===== src/rtl/rmii_tx.sv =====
// RMII transmit framer: preamble, SFD, payload, zero pad, CRC-32 FCS, IFG.
// Bytes go out as four LSB-first dibits on the 50 MHz reference clock.
module rmii_tx #(
  parameter int PREAMBLE_BYTES = 7,
  parameter int MIN_PAYLOAD    = 60,
  parameter int APPEND_FCS     = 1,
  parameter int IFG_BYTES      = 12
) (
  input  logic       clk50,
  input  logic       rst_n,
  input  logic [7:0] s_data,
  input  logic       s_valid,
  input  logic       s_last,
  output logic       s_ready,
  output logic [1:0] txd,
  output logic       tx_en,
  output logic       tx_busy,
  output logic       tx_done,
  output logic       tx_underrun
);

  localparam logic [2:0] IDLE = 3'd0;
  localparam logic [2:0] PRE  = 3'd1;
  localparam logic [2:0] SFD  = 3'd2;
  localparam logic [2:0] DATA = 3'd3;
  localparam logic [2:0] PAD  = 3'd4;
  localparam logic [2:0] FCS  = 3'd5;
  localparam logic [2:0] IFG  = 3'd6;

  localparam int IFG_CLKS =
    (IFG_BYTES > 0) ? IFG_BYTES * 4 : 1;
  localparam logic [31:0] POLY = 32'hEDB88320;

  logic [2:0]  state, st_n;
  logic [1:0]  sym, sym_n;
  logic [7:0]  sh, sh_n;
  logic [15:0] cnt, cnt_n;
  logic [10:0] byte_cnt, bc_n;
  logic [31:0] crc, crc_n;
  logic        last, last_n;
  logic        abort, abort_n;
  logic [1:0]  txd_n;
  logic        en_n, ready_n, busy_n;
  logic        done_n, urun_n;
  logic        ld, quiet, fin;
  logic [7:0]  ld_byte;

  function automatic logic [31:0] crc8(
    input logic [31:0] c,
    input logic [7:0]  b
  );
    logic [31:0] r;
    r = c ^ {24'd0, b};
    for (int i = 0; i < 8; i++)
      r = r[0] ? ((r >> 1) ^ POLY) : (r >> 1);
    return r;
  endfunction

  function automatic logic [10:0] sat_inc(
    input logic [10:0] v
  );
    return (v == 11'h7FF) ? v : v + 11'd1;
  endfunction

  always_comb begin
    st_n    = state;
    cnt_n   = cnt;
    bc_n    = byte_cnt;
    crc_n   = crc;
    last_n  = last;
    abort_n = abort;
    urun_n  = 1'b0;
    ld      = 1'b0;
    ld_byte = 8'h00;
    quiet   = 1'b0;
    fin     = 1'b0;
    txd_n   = sh[1:0];
    sh_n    = {2'b00, sh[7:2]};
    sym_n   = sym + 2'd1;
    en_n    = 1'b1;
    unique case (state)
      IDLE: begin
        quiet = 1'b1;
        if (s_valid) begin
          quiet   = 1'b0;
          ld      = 1'b1;
          crc_n   = '1;
          bc_n    = '0;
          last_n  = 1'b0;
          abort_n = 1'b0;
          cnt_n   = 16'd1;
          if (PREAMBLE_BYTES == 0) begin
            st_n    = SFD;
            ld_byte = 8'hD5;
          end else begin
            st_n    = PRE;
            ld_byte = 8'h55;
          end
        end
      end
      PRE: if (sym == 2'd3) begin
        ld = 1'b1;
        if (int'(cnt) >= PREAMBLE_BYTES) begin
          st_n    = SFD;
          ld_byte = 8'hD5;
        end else begin
          cnt_n   = cnt + 16'd1;
          ld_byte = 8'h55;
        end
      end
      SFD, DATA: if (sym == 2'd3) begin
        if (state == SFD || !last) begin
          if (s_valid) begin
            st_n    = DATA;
            ld      = 1'b1;
            ld_byte = s_data;
            crc_n   = crc8(crc, s_data);
            bc_n    = sat_inc(byte_cnt);
            last_n  = s_last;
          end else begin
            // starved mid-frame: cut the frame, no FCS
            st_n    = IFG;
            cnt_n   = '0;
            quiet   = 1'b1;
            urun_n  = 1'b1;
            abort_n = 1'b1;
          end
        end else begin
          fin = 1'b1;
        end
      end
      PAD: if (sym == 2'd3) fin = 1'b1;
      FCS: if (sym == 2'd3) begin
        if (cnt >= 16'd4) begin
          st_n  = IFG;
          cnt_n = '0;
          quiet = 1'b1;
        end else begin
          ld      = 1'b1;
          ld_byte = crc[7:0];
          crc_n   = {8'h00, crc[31:8]};
          cnt_n   = cnt + 16'd1;
        end
      end
      IFG: begin
        quiet = 1'b1;
        if (int'(cnt) >= IFG_CLKS - 1)
          st_n = IDLE;
        else
          cnt_n = cnt + 16'd1;
      end
      default: begin
        st_n  = IDLE;
        quiet = 1'b1;
      end
    endcase

    if (fin) begin
      if (int'(byte_cnt) < MIN_PAYLOAD) begin
        st_n    = PAD;
        ld      = 1'b1;
        ld_byte = 8'h00;
        crc_n   = crc8(crc, 8'h00);
        bc_n    = sat_inc(byte_cnt);
      end else if (APPEND_FCS != 0) begin
        // crc holds the inverted FCS, shifted out low byte first
        st_n    = FCS;
        ld      = 1'b1;
        ld_byte = ~crc[7:0];
        crc_n   = {8'h00, ~crc[31:8]};
        cnt_n   = 16'd1;
      end else begin
        st_n  = IFG;
        cnt_n = '0;
        quiet = 1'b1;
      end
    end

    if (ld) begin
      txd_n = ld_byte[1:0];
      sh_n  = {2'b00, ld_byte[7:2]};
      sym_n = 2'd0;
    end
    if (quiet) begin
      txd_n = 2'b00;
      sh_n  = 8'h00;
      sym_n = 2'd0;
      en_n  = 1'b0;
    end

    done_n = (st_n == IFG) && !abort_n &&
             (int'(cnt_n) >= IFG_CLKS - 1);
    ready_n = (sym_n == 2'd3) &&
              ((st_n == SFD) ||
               (st_n == DATA && !last_n));
    busy_n = (st_n != IDLE);
  end

  always_ff @(posedge clk50 or negedge rst_n) begin
    if (!rst_n) begin
      state       <= IDLE;
      sym         <= '0;
      sh          <= '0;
      cnt         <= '0;
      byte_cnt    <= '0;
      crc         <= '0;
      last        <= 1'b0;
      abort       <= 1'b0;
      txd         <= '0;
      tx_en       <= 1'b0;
      s_ready     <= 1'b0;
      tx_busy     <= 1'b0;
      tx_done     <= 1'b0;
      tx_underrun <= 1'b0;
    end else begin
      state       <= st_n;
      sym         <= sym_n;
      sh          <= sh_n;
      cnt         <= cnt_n;
      byte_cnt    <= bc_n;
      crc         <= crc_n;
      last        <= last_n;
      abort       <= abort_n;
      txd         <= txd_n;
      tx_en       <= en_n;
      s_ready     <= ready_n;
      tx_busy     <= busy_n;
      tx_done     <= done_n;
      tx_underrun <= urun_n;
    end
  end

endmodule


===== config.mk =====
export PLATFORM = sky130hd
export DESIGN_NAME = rmii_tx
export DESIGN_NICKNAME = d
export VERILOG_FILES = /design/src/rtl/rmii_tx.sv
export SDC_FILE = /design/constraint.sdc
export NUM_CORES = 1
export LEC_CHECK = 0
export CAP_MARGIN = 20
export CELL_PAD_IN_SITES_DETAIL_PLACEMENT = 1
export CELL_PAD_IN_SITES_GLOBAL_PLACEMENT = 1
export CORE_ASPECT_RATIO = 0.6
export CORE_UTILIZATION = 44
export CTS_BUF_LIST = sky130_fd_sc_hd__clkbuf_16
export DETAILED_ROUTE_END_ITERATION = 10
export PLACE_DENSITY_LB_ADDON = 0.1
export SYNTH_ARGS = -nofsm -noshare
export SYNTH_HDL_FRONTEND = slang
export SYNTH_SLANG_ARGS = --single-unit

===== constraint.sdc =====
create_clock -name clk50 -period 2.4 [get_ports clk50]
set_clock_uncertainty 0.1 [all_clocks]
set_input_delay 0.36 -clock clk50 [delete_from_list [all_inputs] [get_ports clk50]]
set_output_delay 0.36 -clock clk50 [all_outputs]
set_load 0.05 [all_outputs]

==> metrics <==
routed vias/inst=6.81; actual slew at the worst max-slew pin=roughly 0.68 ns; pwr dens=414 nW/µm²; largest net degree at the start of global routing=between 50 and 60; commonest non-fill, non-tap cell in the layout=buf_4; final setup fails=31; Diodes inserted=0; Routed Wire Length=approximately 29 mm; post-layout minimum cycle time=2.71 ns; internal power=2.55 mW; Async SR Flop Fraction=between 90% and 100%; antenna violations before repair=0; share of total power in combinational logic=12.8%; Std-Cell Core Area=~13000 µm²; CP dominant cell by count=nand4_1; total number of vias=6739; max-slew violation count=0; Starting Density=45.5%; sequential fraction of the synthesis area=33.5%; dpl hpwl=17.0 mm; critical path's largest stage delay=0.50 ns; vias in the first global route=6166; DRC Markers=0; layout cells sized above 1=34.3%; Mapped Area=between 5000 and 6000 µm²; Crit path max-delay family=compound AO/OA/AOI/OAI gates; std cell rows=32; I/O pins=19; syn nets=682; FF+latch count, synth=79; Peak VDD IR=about 0.34 mV; CTS Root Cell=clkbuf_16; Final period util=113%; first-pass GRT wire length=around 37 mm; Mapped Cells=666; setup slack at placement=-0.467 ns; maxcap violations=0; CP endpoint kind=flop; total CTS buffers=9; most frequent cells in the layout=145 x buf_4, 77 x dfrtp_1, 54 x a21oi_1; flop2flop setup slack=-0.31 ns; status=finished with violations; nets@finish=approximately 830; Die H=91.8 µm; switching share of power=26.0%; Worst Path Arrival=2.85 ns; NetSw=between 0.8 and 0.9 mW; critical path launch point type=flop; failing checks=negative setup slack; EDFF count, synth=0; critical path cell sequence=nor4_1 > nand4_1 > o22ai_2 > buf_4 > nor3_1 > o211ai_1 > nand4_1 > a2111oi_4; Die Width=152 µm; clock sinks=79; Final Hold Fails=0; setup TNS=-2.47 ns; Bufs on Longest Clock Path=2; Worst Slack Setup Final=-0.306 ns; die area=about 14000 µm²; Initial DRT Pass Iterations=6; Synth cell types=between 60 and 70; Port-buffer cells=18; Syn-to-layout area delta=40.8%; CTS tree=built; leakage=around 3.7 nW; register share of total power=roughly 39%; R2R cell count=8; worst path bufs/invs=1; slowest CP cell=dfrtp_1; Clock Latency Late Sink=0.37 ns; critical path peak fanout=5; Worst EP required=2.55 ns; GPL Wtd Cong=around 0.98; wire per inst=slightly below 30 µm; CTS clk-pin slew, worst paths=0.07 ns; H-tree depth=3; Yosys Warn Count=0; Final ANT Viol Nets=0; RR Startpoint=cnt[4]; Max Fclk=0.370 GHz; slew margin rel.=54.0%; syn avg cell area=approximately 8.9 µm²; GRT Overall Usage=35.8%; DRT iter0 DRCs=between 700 and 800; hold_ws=between 0.3 and 0.4 ns; reg2reg end=tx_done; clock power share=48.4%; Crit Path Class=flop to flop; RSZ-0062 raised after global routing=true; grt ovf=0; ys flop type=dfrtp_1; min-delay worst type=input pin to async pin
## cells by family after synthesis
group,Yosys count,synth area share [%]
compound gates,220,24.0
simple gates,209,18.5
xor+xnor,100,18.7
flops,79,33.5
buf+inv,52,4.13
fa+ha+maj,4,0.847
mux,2,0.360
## power by group through the flow
stage,Combinational [mW],Clock (mW),Sequential (mW)
2_1_floorplan,0.170,0,1.36
3_3_place_gp,0.368,0,1.36
3_5_place_dp,0.378,0,1.36
4_1_cts,0.394,1.63,1.33
5_1_grt,0.454,1.70,1.33
6_report,0.441,1.66,1.33
## sequential cells by signal, summed over array words and instances, names as in the netlist
name / cells
byte_cnt: 11
tx_done: 1
s_ready: 1
tx_en: 1
abort: 1
tx_underrun: 1
crc: 32
sh: 6
sym: 2
last: 1
tx_busy: 1
txd: 2
cnt: 16
state: 3
## repair_timing
action                                  CTS  global route
buffers inserted                          7            12
gates cloned                              0             5
endpoints found under the setup margin   19            55
gates resized for setup                  18           119
pin swaps                                 9            35
hold endpoints to repair                 24             0
hold buffers                              1             0
## cells in the mapped netlist (6+ instances only)
cell | count | area share [%]
a211o_1 | 6 | 0.89
a211oi_1 | 15 | 1.9
a21oi_1 | 67 | 5.7
a221o_1 | 7 | 1.2
a22oi_1 | 6 | 0.76
a31oi_1 | 14 | 1.5
and2_1 | 21 | 2.2
and4_1 | 7 | 1.0
buf_2 | 21 | 1.8
clkbuf_1 | 18 | 1.1
dfrtp_1 | 79 | 33
inv_1 | 7 | 0.44
nand2_1 | 38 | 2.4
nand2b_1 | 7 | 0.74
nand3_1 | 14 | 1.2
nand4_1 | 11 | 1.2
nor2_1 | 63 | 4.0
nor2b_1 | 7 | 0.74
nor3_1 | 9 | 0.76
o211ai_1 | 6 | 0.76
o21a_1 | 9 | 1.1
o21ai_0 | 43 | 3.6
o22ai_1 | 9 | 0.95
or3_1 | 9 | 0.95
xnor2_1 | 49 | 7.3
xor2_1 | 34 | 5.0
## per-layer routing
metal	global-route usage, %	up-vias	part of all wire, %
met1	54.7	3363	41
li1	-	2716	-
met5	0	-	0
met4	5.94	0	4.0
met3	8.61	145	12
met2	50.9	515	43
## metrics by stage
step                      cell area (µm²)  cells  util, %  power (mW)
final                                8320    989     64.1        3.44
after CTS                            7630    972     58.8        3.36
after global placement               7190    949     55.4        1.73
after global routing                 8320    989     64.1        3.49
after floorplan                      5910    666        -        1.53
after detailed placement             7190    949     55.4        1.74
## worst max path at each step
stage	slack (ns)	start	cells after the start	to
global route	-0.41	cnt[9]	9	tx_done
global placement	-0.30	s_data[7]	7	crc[20]
detailed placement	-0.47	s_data[7]	7	crc[23]
CTS	-0.04	cnt[8]	9	tx_done
finish	-0.31	cnt[4]	8	tx_done
floorplan	0.03	sym[0]	8	tx_done
## area by class of cell
cell class,count,area [µm²]
fill,1460,4660
timing repair buffer,183,1610
clock inverter,6,110
sequential,79,1980
inverter,7,30.0
clock buffer,9,225
tap,170,213
multi-input combinational,535,4150
Power figures use the tool's default switching activity.
